[src/rtl/tlb_op_ctrl.sv]
// Sequencer for TLB maintenance ops: owns the TLB search/read/write ports while an op is in flight.
// INVTLB is executed as a one-entry-per-cycle walk; TLBFILL picks its target index round-robin.
module tlb_op_ctrl #(
    parameter int TLBNUM = 16,
    parameter int IDXW   = $clog2(TLBNUM)
) (
    input  logic            clk,
    input  logic            rst,
    input  logic            req_valid,
    output logic            req_ready,
    input  logic [2:0]      req_op,
    input  logic [2:0]      inv_op,
    input  logic [9:0]      inv_asid,
    input  logic [18:0]     inv_va,
    input  logic [IDXW-1:0] csr_index,
    input  logic            csr_ne,
    input  logic [9:0]      csr_asid,
    input  logic [18:0]     csr_vppn,
    output logic            busy,
    output logic [18:0]     tlb_s_vppn,
    output logic [9:0]      tlb_s_asid,
    input  logic [IDXW-1:0] tlb_s_index,
    input  logic            tlb_s_ne,
    output logic [IDXW-1:0] tlb_r_index,
    input  logic            tlb_r_e,
    input  logic            tlb_r_g,
    input  logic [9:0]      tlb_r_asid,
    input  logic [18:0]     tlb_r_vppn,
    output logic            tlb_w_en,
    output logic [IDXW-1:0] tlb_w_index,
    output logic            tlb_w_e,
    output logic            tlb_inv_en,
    output logic [IDXW-1:0] tlb_inv_index,
    output logic            rd_capture,
    output logic            done_valid,
    output logic            done_err,
    output logic            done_ne,
    output logic [IDXW-1:0] done_index
);
    localparam logic [2:0] OP_SRCH = 3'd0;
    localparam logic [2:0] OP_RD   = 3'd1;
    localparam logic [2:0] OP_WR   = 3'd2;
    localparam logic [2:0] OP_FILL = 3'd3;
    localparam logic [2:0] OP_INV  = 3'd4;

    typedef enum logic [1:0] {S_IDLE, S_EXEC, S_WALK, S_DONE} state_t;

    state_t          r_state;
    state_t          w_state_next;
    logic [2:0]      r_op;
    logic [2:0]      r_inv_op;
    logic [9:0]      r_inv_asid;
    logic [18:0]     r_inv_va;
    logic [IDXW-1:0] r_fill_ptr;
    logic [IDXW-1:0] r_walk_idx;
    logic [IDXW-1:0] r_done_index;
    logic            r_done_ne;
    logic            r_err;
    logic            w_accept;
    logic            w_match;

    assign w_accept   = req_valid && (r_state == S_IDLE);
    assign req_ready  = (r_state == S_IDLE);
    assign busy       = (r_state != S_IDLE);
    assign tlb_s_vppn = csr_vppn;
    assign tlb_s_asid = csr_asid;

    // Entry-match rule for the INVTLB walk, evaluated on the entry under walk_idx
    always_comb begin
        w_match = 1'b0;
        case (r_inv_op)
            3'd0, 3'd1: w_match = 1'b1;
            3'd2:       w_match = tlb_r_g;
            3'd3:       w_match = !tlb_r_g;
            3'd4:       w_match = !tlb_r_g && (tlb_r_asid == r_inv_asid);
            3'd5:       w_match = !tlb_r_g && (tlb_r_asid == r_inv_asid) && (tlb_r_vppn == r_inv_va);
            3'd6:       w_match = (tlb_r_g || (tlb_r_asid == r_inv_asid)) && (tlb_r_vppn == r_inv_va);
            default:    w_match = 1'b0;
        endcase
    end

    always_ff @(posedge clk or posedge rst) begin
        if (rst) begin
            r_state      <= S_IDLE;
            r_op         <= OP_SRCH;
            r_inv_op     <= 3'd0;
            r_inv_asid   <= '0;
            r_inv_va     <= '0;
            r_fill_ptr   <= '0;
            r_walk_idx   <= '0;
            r_done_index <= '0;
            r_done_ne    <= 1'b0;
            r_err        <= 1'b0;
        end else begin
            r_state <= w_state_next;
            if (w_accept) begin
                r_op       <= req_op;
                r_inv_op   <= inv_op;
                r_inv_asid <= inv_asid;
                r_inv_va   <= inv_va;
                r_err      <= (req_op == OP_INV) && (inv_op == 3'd7);
                r_done_ne  <= 1'b0;
            end
            if (r_state == S_EXEC) begin
                if (r_op == OP_SRCH) begin
                    r_done_ne    <= tlb_s_ne;
                    r_done_index <= tlb_s_index;
                end
                if (r_op == OP_RD) begin
                    r_done_ne <= !tlb_r_e;
                end
                // TLBNUM is a power of two, so the natural wrap is the round-robin wrap
                if (r_op == OP_FILL) begin
                    r_fill_ptr <= r_fill_ptr + 1'b1;
                end
            end
            if (r_state == S_WALK) begin
                r_walk_idx <= r_walk_idx + 1'b1;
            end
        end
    end

    always_comb begin
        w_state_next  = r_state;
        tlb_r_index   = csr_index;
        tlb_w_en      = 1'b0;
        tlb_w_index   = csr_index;
        tlb_w_e       = !csr_ne;
        tlb_inv_en    = 1'b0;
        tlb_inv_index = r_walk_idx;
        rd_capture    = 1'b0;
        done_valid    = 1'b0;
        case (r_state)
            S_IDLE: begin
                if (w_accept) begin
                    w_state_next = ((req_op == OP_INV) && (inv_op != 3'd7)) ? S_WALK : S_EXEC;
                end
            end
            S_EXEC: begin
                w_state_next = S_DONE;
                case (r_op)
                    OP_RD:   rd_capture = 1'b1;
                    OP_WR:   tlb_w_en = 1'b1;
                    OP_FILL: begin
                        tlb_w_en    = 1'b1;
                        tlb_w_index = r_fill_ptr;
                    end
                    default: ;
                endcase
            end
            S_WALK: begin
                tlb_r_index = r_walk_idx;
                tlb_inv_en  = tlb_r_e && w_match;
                if (r_walk_idx == IDXW'(TLBNUM - 1)) begin
                    w_state_next = S_DONE;
                end
            end
            S_DONE: begin
                done_valid   = 1'b1;
                w_state_next = S_IDLE;
            end
            default: w_state_next = S_IDLE;
        endcase
    end

    assign done_err   = (r_state == S_DONE) && r_err;
    assign done_ne    = r_done_ne;
    assign done_index = r_done_index;
endmodule
[config.mk]
export PLATFORM = sky130hd
export DESIGN_NAME = tlb_op_ctrl
export DESIGN_NICKNAME = d
export VERILOG_FILES = /design/src/rtl/tlb_op_ctrl.sv
export SDC_FILE = /design/constraint.sdc
export NUM_CORES = 1
export LEC_CHECK = 0
export CAP_MARGIN = 20
export CORE_MARGIN = 2
export CORE_UTILIZATION = 38
export DETAILED_ROUTE_END_ITERATION = 16
export PLACE_DENSITY_LB_ADDON = 0.05
export SLEW_MARGIN = 0
export SYNTH_ARGS = -nofsm -noshare
export SYNTH_HDL_FRONTEND = slang
export SYNTH_SLANG_ARGS = --single-unit
[constraint.sdc]
create_clock -name clk -period 2.11 [get_ports clk]
set_input_delay 0.422 -clock clk [delete_from_list [all_inputs] [get_ports clk]]
set_output_delay 0.422 -clock clk [all_outputs]
set_load 0.1 [all_outputs]
==> impl_metrics.toml, run 1 <==
[route]
avgViaCountPerCell = 4.667
ant_nets = 0
first_pass_iters = 2
drc_errors = 0
wl_per_cell_um = 14.75
via_count = 1965
wirelength_mm = 6.208
dr.first_iter.drc_count = 17

[setup_path]
cp_max_fo = 2
r2r-start = "r_state[1]"
critPathKind = "register to primary output"
required_ns = 1.69
worstPathArrival_ns = 1.92
slowest_delay_ns = 0.41
cp_top_family = "simple AND/OR/NAND/NOR gates"
critical_path.slowest_cell = "dfrtp_1"
path_cells = "xnor2_1 > nand4_1 > nor4_1 > buf_4 > a21oi_2 > a211oi_4 > buf_12"
critPathCaptureType = "primary output"
start_kind = "register"
crit_start = "r_inv_va[5]"
path_buf_inv = 2

[layout]
ff_latch_area_um2 = 1276
multi_input_area_um2 = 1355
num-nets-final = 435
drive_gt1_share_pct = 38.20
fin_area_um2 = 4199
syn2layout_area_growth_pct = 52.06
nFillCells = 610
insertedDiodeCount = 0

[sta]
fin_ws_ns = -0.2319
final-max-slew-violation-count = 0
max_clock_freq_mhz = 427.0
finalHoldViolCount = 0
rsz0062_at_grt = "yes"
slew_headroom_pct = 79.84
period_share_pct = 111.0
worst_pin_slew_ns = 0.3012
setup_violations = 5
layout_min_cycle_time_ns = 2.342
clock_skew_ns = 0.006987

[placed_design]
dp_slack_ns = -0.5184
place_hpwl_mm = 4.713
io_buffer_count = 103
placed_cell_area_um2 = 3958
gp_congestion = 0.7270

[clocking]
root_buffer = "clkbuf_8"
clk_pin_slew_ns = 0.09
cts_tree = "done"
h-tree-depth = 2
cts_sinks = 51
cts_buffer_depth = 2
insertion_delay_ns = 0.31
cts_made_buffers = 5

[grt]
grt_pass1_vias = 1973
overflow = 0
grt_max_degree = 52
antenna_found_initial = 0
grt_util_all_layers_pct = 16.04
grt_pass1_wl_mm = 9.729

[status]
violations = "negative setup slack"
status = "finished with violations"

[floorplan]
core_um2 = 7137
rows = 31
die-area_um2 = 7965
initial_core_util_pct = 38.69
die_w_um = 89.25
dieHeight_um = 89.25
io_pins = 162

[hold_path]
hold_path.class = "input port to async pin"

[synth]
yosysTopAreaCellShare_pct = 46.22
synth_area_leaders = "dfrtp_1 46%, mux2_2 20%, xnor2_1 8.9%"
syn_nets = 342
synth_cells = 228
ys_types = 28
yosysMostFrequentCell = "dfrtp_1"
synth_commonest_cells = "51 x dfrtp_1, 50 x mux2_2, 29 x buf_4"
synth_edf_count = 0
netlist_area_um2 = 2761
yosysWarnings = 0
syn_area_per_cell_um2 = 12.11
synth_seq_cells = 51
synth.largest_area_cell = "dfrtp_1"
yosysSeqAreaShare_pct = 46.22
synthArstFlopShare_pct = 100.0
synthFlopType = "dfrtp_1"

[job]
maxCapViolCount = 0

[power]
power_density_nw_per_um2 = 1481
peakVddDrop_mv = 0.5962
leakagePower_nw = 1.797
-- per-stage QoR --
step | cells | hold WS, ns | util [%] | setup TNS (ns) | power (mW)
5_1_grt | 421 | 0.5035 | 58.84 | -0.9125 | 6.576
3_5_place_dp | 402 | 0.4576 | 55.45 | -0.5184 | 5.368
6_report | 421 | 0.4686 | 58.84 | -0.5106 | 6.219
4_1_cts | 415 | 0.4742 | 57.84 | -0.6239 | 6.177
3_3_place_gp | 402 | 0.4572 | 55.45 | -0.4999 | 5.319
2_1_floorplan | 228 | 0.4401 | - | -0.6461 | 4.632
-- worst register-to-register path, delay by kind of cell, from the launching register on --
kind,cells,cell delay (ns)
adders and majority gates,1,0.13
buffers and inverters,2,0.26
and+or+nand+nor,2,0.52
DFF,1,0.44
muxes,1,0.35
-- kinds of logic (layout without fill, tap and decap cells) --
| logic type | count (synthesis) | count (layout) | share of synthesized area [%] |
|---|---|---|---|
| muxes | 50 | 50 | 20.39 |
| DFF | 51 | 51 | 46.22 |
| adders and majority gates | 6 | 6 | 2.719 |
| buffers and inverters | 41 | 135 | 9.969 |
| xor gates and xnor gates | 36 | 36 | 11.42 |
| and+or+nand+nor | 33 | 33 | 6.706 |
| AOI/OAI and AO/OA | 11 | 11 | 2.583 |
-- cells in the final DEF (no fill, tap or decap), types with 2 or more instances in the layout --
cell type | Yosys | routed
a21oi_1 | 3 | 2
buf_12 | 0 | 18
buf_4 | 29 | 22
clkbuf_8 | 0 | 6
clkdlybuf4s50_1 | 0 | 52
dfrtp_1 | 51 | 51
dlygate4sd2_1 | 0 | 26
ha_1 | 6 | 3
ha_4 | 0 | 2
inv_1 | 7 | 4
inv_2 | 0 | 3
mux2_2 | 50 | 45
mux2_4 | 0 | 5
nand2_1 | 6 | 4
nand3_1 | 5 | 5
nand4_1 | 8 | 8
nor2_1 | 5 | 4
nor2_4 | 1 | 2
nor4_2 | 0 | 2
o21ai_0 | 2 | 2
xnor2_1 | 28 | 26
xnor2_2 | 0 | 2
xor2_1 | 8 | 7
-- flip-flops by register name (all words and copies together) (netlist names) --
signal,flops
done_ne,1
r_inv_op,3
done_index,4
r_err,1
r_inv_va,19
r_inv_asid,10
r_op,3
r_fill_ptr,4
tlb_inv_index,4
r_state,2
-- layer usage --
layer	global-route usage [%]	share of wire, %
met5	0	0
met3	7.479	11
met1	19.57	39
met2	26.20	50
met4	3.256	0.37
-- final timing paths --
check | end | slack, ns | cells past startpoint
min in group clk | r_fill_ptr[3] | 0.47 | 1
worst max register to register | done_index[2] | 0.32 | 6
worst max-delay path | tlb_inv_en | -0.23 | 7
worst min register to register | r_fill_ptr[3] | 0.47 | 1
worst min-delay path | r_fill_ptr[3] | 0.47 | 3
max in group asynchronous | tlb_inv_index[2] | 1.40 | 3
-- where the power goes --
part / internal (mW) / leakage, nW / switching, mW / total [mW]
logic: 1.59 / 1.12 / 2.05 / 3.64
clock network: 0.384 / 0.0612 / 0.320 / 0.704
registers: 1.46 / 0.613 / 0.407 / 1.87
-- timing repair --
item / 4_1_cts / 5_1_grt
endpoints found under the hold margin: 0 / 0
hold buffers: 0 / 0
endpoints found under the setup margin: 10 / 10
buffers inserted: 5 / 6
gates resized for setup: 36 / 5
pin swaps: 29 / 3
-- cell type report --
type                            instances  area share [%]
Multi-Input combinational cell        136           32.27
Timing Repair Buffer                  120           30.96
Sequential cell                        51           30.39
Tap cell                               99           2.950
Clock buffer                            6           1.967
Clock inverter                          2          0.8343
Inverter                                7          0.6257
(Power assumes the default switching activity.)
==> inputs of run 2 (changes only) <==
--- a/config.mk
+++ b/config.mk
@@ -5,11 +5,12 @@
 export SDC_FILE = /design/constraint.sdc
 export NUM_CORES = 1
 export LEC_CHECK = 0
+export ABC_AREA = 1
 export CAP_MARGIN = 20
 export CORE_MARGIN = 2
-export CORE_UTILIZATION = 38
+export CORE_UTILIZATION = 39
 export DETAILED_ROUTE_END_ITERATION = 16
-export PLACE_DENSITY_LB_ADDON = 0.05
+export PLACE_DENSITY = 0.81
 export SLEW_MARGIN = 0
 export SYNTH_ARGS = -nofsm -noshare
 export SYNTH_HDL_FRONTEND = slang
==> impl_metrics.toml, run 2 <==
[synth]
synth_edf_count = 0
synth_seq_cells = 51
ys_types = 23
yosysSeqAreaShare_pct = 43.57
synth.largest_area_cell = "dfrtp_1"
yosysTopAreaCellShare_pct = 43.57
syn_area_per_cell_um2 = 7.434
synth_commonest_cells = "156 x nand2_1, 51 x dfrtp_1, 45 x inv_1"
netlist_area_um2 = 2929
yosysWarnings = 0
synth_area_leaders = "dfrtp_1 44%, nand2_1 20%, buf_4 7.7%"
synth_cells = 394
synthFlopType = "dfrtp_1"
yosysMostFrequentCell = "nand2_1"
syn_nets = 508
synthArstFlopShare_pct = 100.0

[clocking]
cts_hold_buf = 0
clk_pin_slew_ns = 0.09
cts_tree = "done"
cts_buffer_depth = 2
cts_made_buffers = 5
root_buffer = "clkbuf_8"
h-tree-depth = 2
insertion_delay_ns = 0.29
cts_sinks = 51

[power]
p_seq_share_pct = 29.9
peakVddDrop_mv = 0.5172
power_density_nw_per_um2 = 1406
leakagePower_nw = 2.158
p_switching_mw = 3.073
switching_share_pct = 50.86
p_clk_share_pct = 9.5
comb_power_share_pct = 60.6
p_int_mw = 2.970

[sta]
fin_ws_ns = -0.03280
layout_min_cycle_time_ns = 2.143
period_share_pct = 101.6
setup_tns_ns = -0.03280
slew_headroom_pct = 65.32
worst_pin_slew_ns = 0.5195
clock_skew_ns = 0.01179
hold_slack_ns = 0.4798
setup_violations = 1
finalHoldViolCount = 0
rsz0062_at_grt = "yes"
max_clock_freq_mhz = 466.7
final-max-slew-violation-count = 0

[setup_path]
r2r-end = "r_state[1]"
r2r_slack_ns = 0.54
required_ns = 1.69
start_kind = "input port"
critical_path.slowest_cell = "clkdlybuf4s50_1"
r2r.worst_path.cells = 8
cp_max_fo = 3
r2r-start = "r_state[0]"
path_buf_inv = 3
slowest_delay_ns = 0.50
critPathKind = "input port to primary output"
worstPathArrival_ns = 1.72
critPathCaptureType = "primary output"
cp_top_family = "buffers and inverters"
path_cells = "clkdlybuf4s50_1 > inv_1 > a211oi_1 > o21ai_0 > nand3_1 > a21oi_4 > buf_12"

[layout]
drive_gt1_share_pct = 17.54
insertedDiodeCount = 0
syn2layout_area_growth_pct = 46.77
largest-register = "r_inv_va"
final_common_cell = "nand2_1"
final_cell_mix = "153 x nand2_1, 49 x clkdlybuf4s50_1, 47 x dfrtp_1, 37 x inv_1, 29 x dlygate4sd2_1"
reg_top3 = "r_inv_va x19, r_inv_asid x10"
stdcell_count = 578
nFillCells = 645
largest_reg_flops = 19
num-nets-final = 592

[route]
wl_per_cell_um = 12.32
first_pass_iters = 4
ant_nets = 0
wirelength_mm = 7.122
drc_errors = 0
via_count = 2635
dr.first_iter.drc_count = 105
avgViaCountPerCell = 4.559

[floorplan]
core_um2 = 7253
io_pins = 162
die_w_um = 90.66
rows = 31
dieHeight_um = 90.66
die-area_um2 = 8219
initial_core_util_pct = 40.38

[grt]
grt_util_all_layers_pct = 17.85
grt_pass1_wl_mm = 12.26
antenna_found_initial = 0
overflow = 0
grt_max_degree = 39
grt_pass1_vias = 2775

[hold_path]
hold_path.class = "input port to async pin"

[job]
maxCapViolCount = 0

[placed_design]
place_hpwl_mm = 5.553
gp_congestion = 0.8502
dp_slack_ns = -0.2758
io_buffer_count = 103
place_inst = 564

[status]
status = "finished with violations"
violations = "negative setup slack"
run 2: changes by cell type in the layout (fill, tap and decap cells not counted), moves of 6 or more:
cell | before | now
xnor2_1 | 26 | 11
nor2_1 | 4 | 20
inv_2 | 3 | 9
inv_1 | 4 | 37
o21ai_0 | 2 | 19
nand2_1 | 4 | 153
mux2_2 | 45 | 0
run 2: logic make-up (layout without fill, tap and decap cells):
group                      count (synthesis)  in the layout  share of synthesized area (%)
and+or+nand+nor                          198            198                          26.74
xor gates and xnor gates                  22             22                          6.578
adders and majority gates                  6              6                          2.563
AOI/OAI and AO/OA                         32             32                          5.681
DFF                                       51             51                          43.57
buffers and inverters                     85            170                          14.87
run 2: worst max-delay path by stage:
stage                       endpoint  slack, ns  cells after the start           from
after floorplan           rd_capture      -0.14                      4     r_state[1]
after global placement    tlb_inv_en      -0.26                     12  tlb_r_vppn[2]
after detailed placement  tlb_inv_en      -0.28                     12  tlb_r_vppn[7]
after CTS                 tlb_inv_en       -0.1                      9    r_inv_va[5]
after global routing      tlb_inv_en      -0.15                     10  r_inv_asid[2]
final                     tlb_inv_en      -0.03                      7        tlb_r_g
run 2: metal layers:
metal,vias up,GRT usage (%),part of all wire [%]
met3,20,4.424,5.4
met2,76,32.03,50
met5,-,0,0
li1,1332,-,-
met4,0,6.026,2.6
met1,1207,20.68,42
run 2: layout make-up:
cell class              count  area, µm²  area share, %
clock buffers               7      86.33          2.008
well taps                  99      123.9          2.881
flip-flops and latches     51       1281          29.80
clock inverters             1      5.005         0.1164
repair buffers            114       1240          28.84
inverters                  48      188.9          4.395
multi-input cells         258       1374          31.96
run 2: through the flow:
step	total power, mW	utilization (%)	cell area [µm²]
2_1_floorplan	4.542	-	3023
4_1_cts	5.973	58.27	4227
3_3_place_gp	5.232	56.84	4123
3_5_place_dp	5.349	56.84	4123
6_report	6.043	59.27	4299
5_1_grt	6.460	59.27	4299
run 2: what timing repair did:
action / 4_1_cts / 5_1_grt
gates cloned: 0 / 0
buffers inserted: 3 / 3
resized for setup: 36 / 18
pin swaps: 31 / 17
hold endpoints to repair: 0 / 0
endpoints found under the setup margin: 8 / 9
run 2: power by group through the flow:
| stage | combinational, mW | clock [mW] | sequential, mW |
|---|---|---|---|
| finish | 3.66 | 0.575 | 1.81 |
| CTS | 3.57 | 0.598 | 1.80 |
| floorplan | 2.19 | 0 | 2.36 |
| global placement | 3.45 | 0 | 1.79 |
| global route | 3.95 | 0.634 | 1.88 |
| detailed placement | 3.53 | 0 | 1.82 |
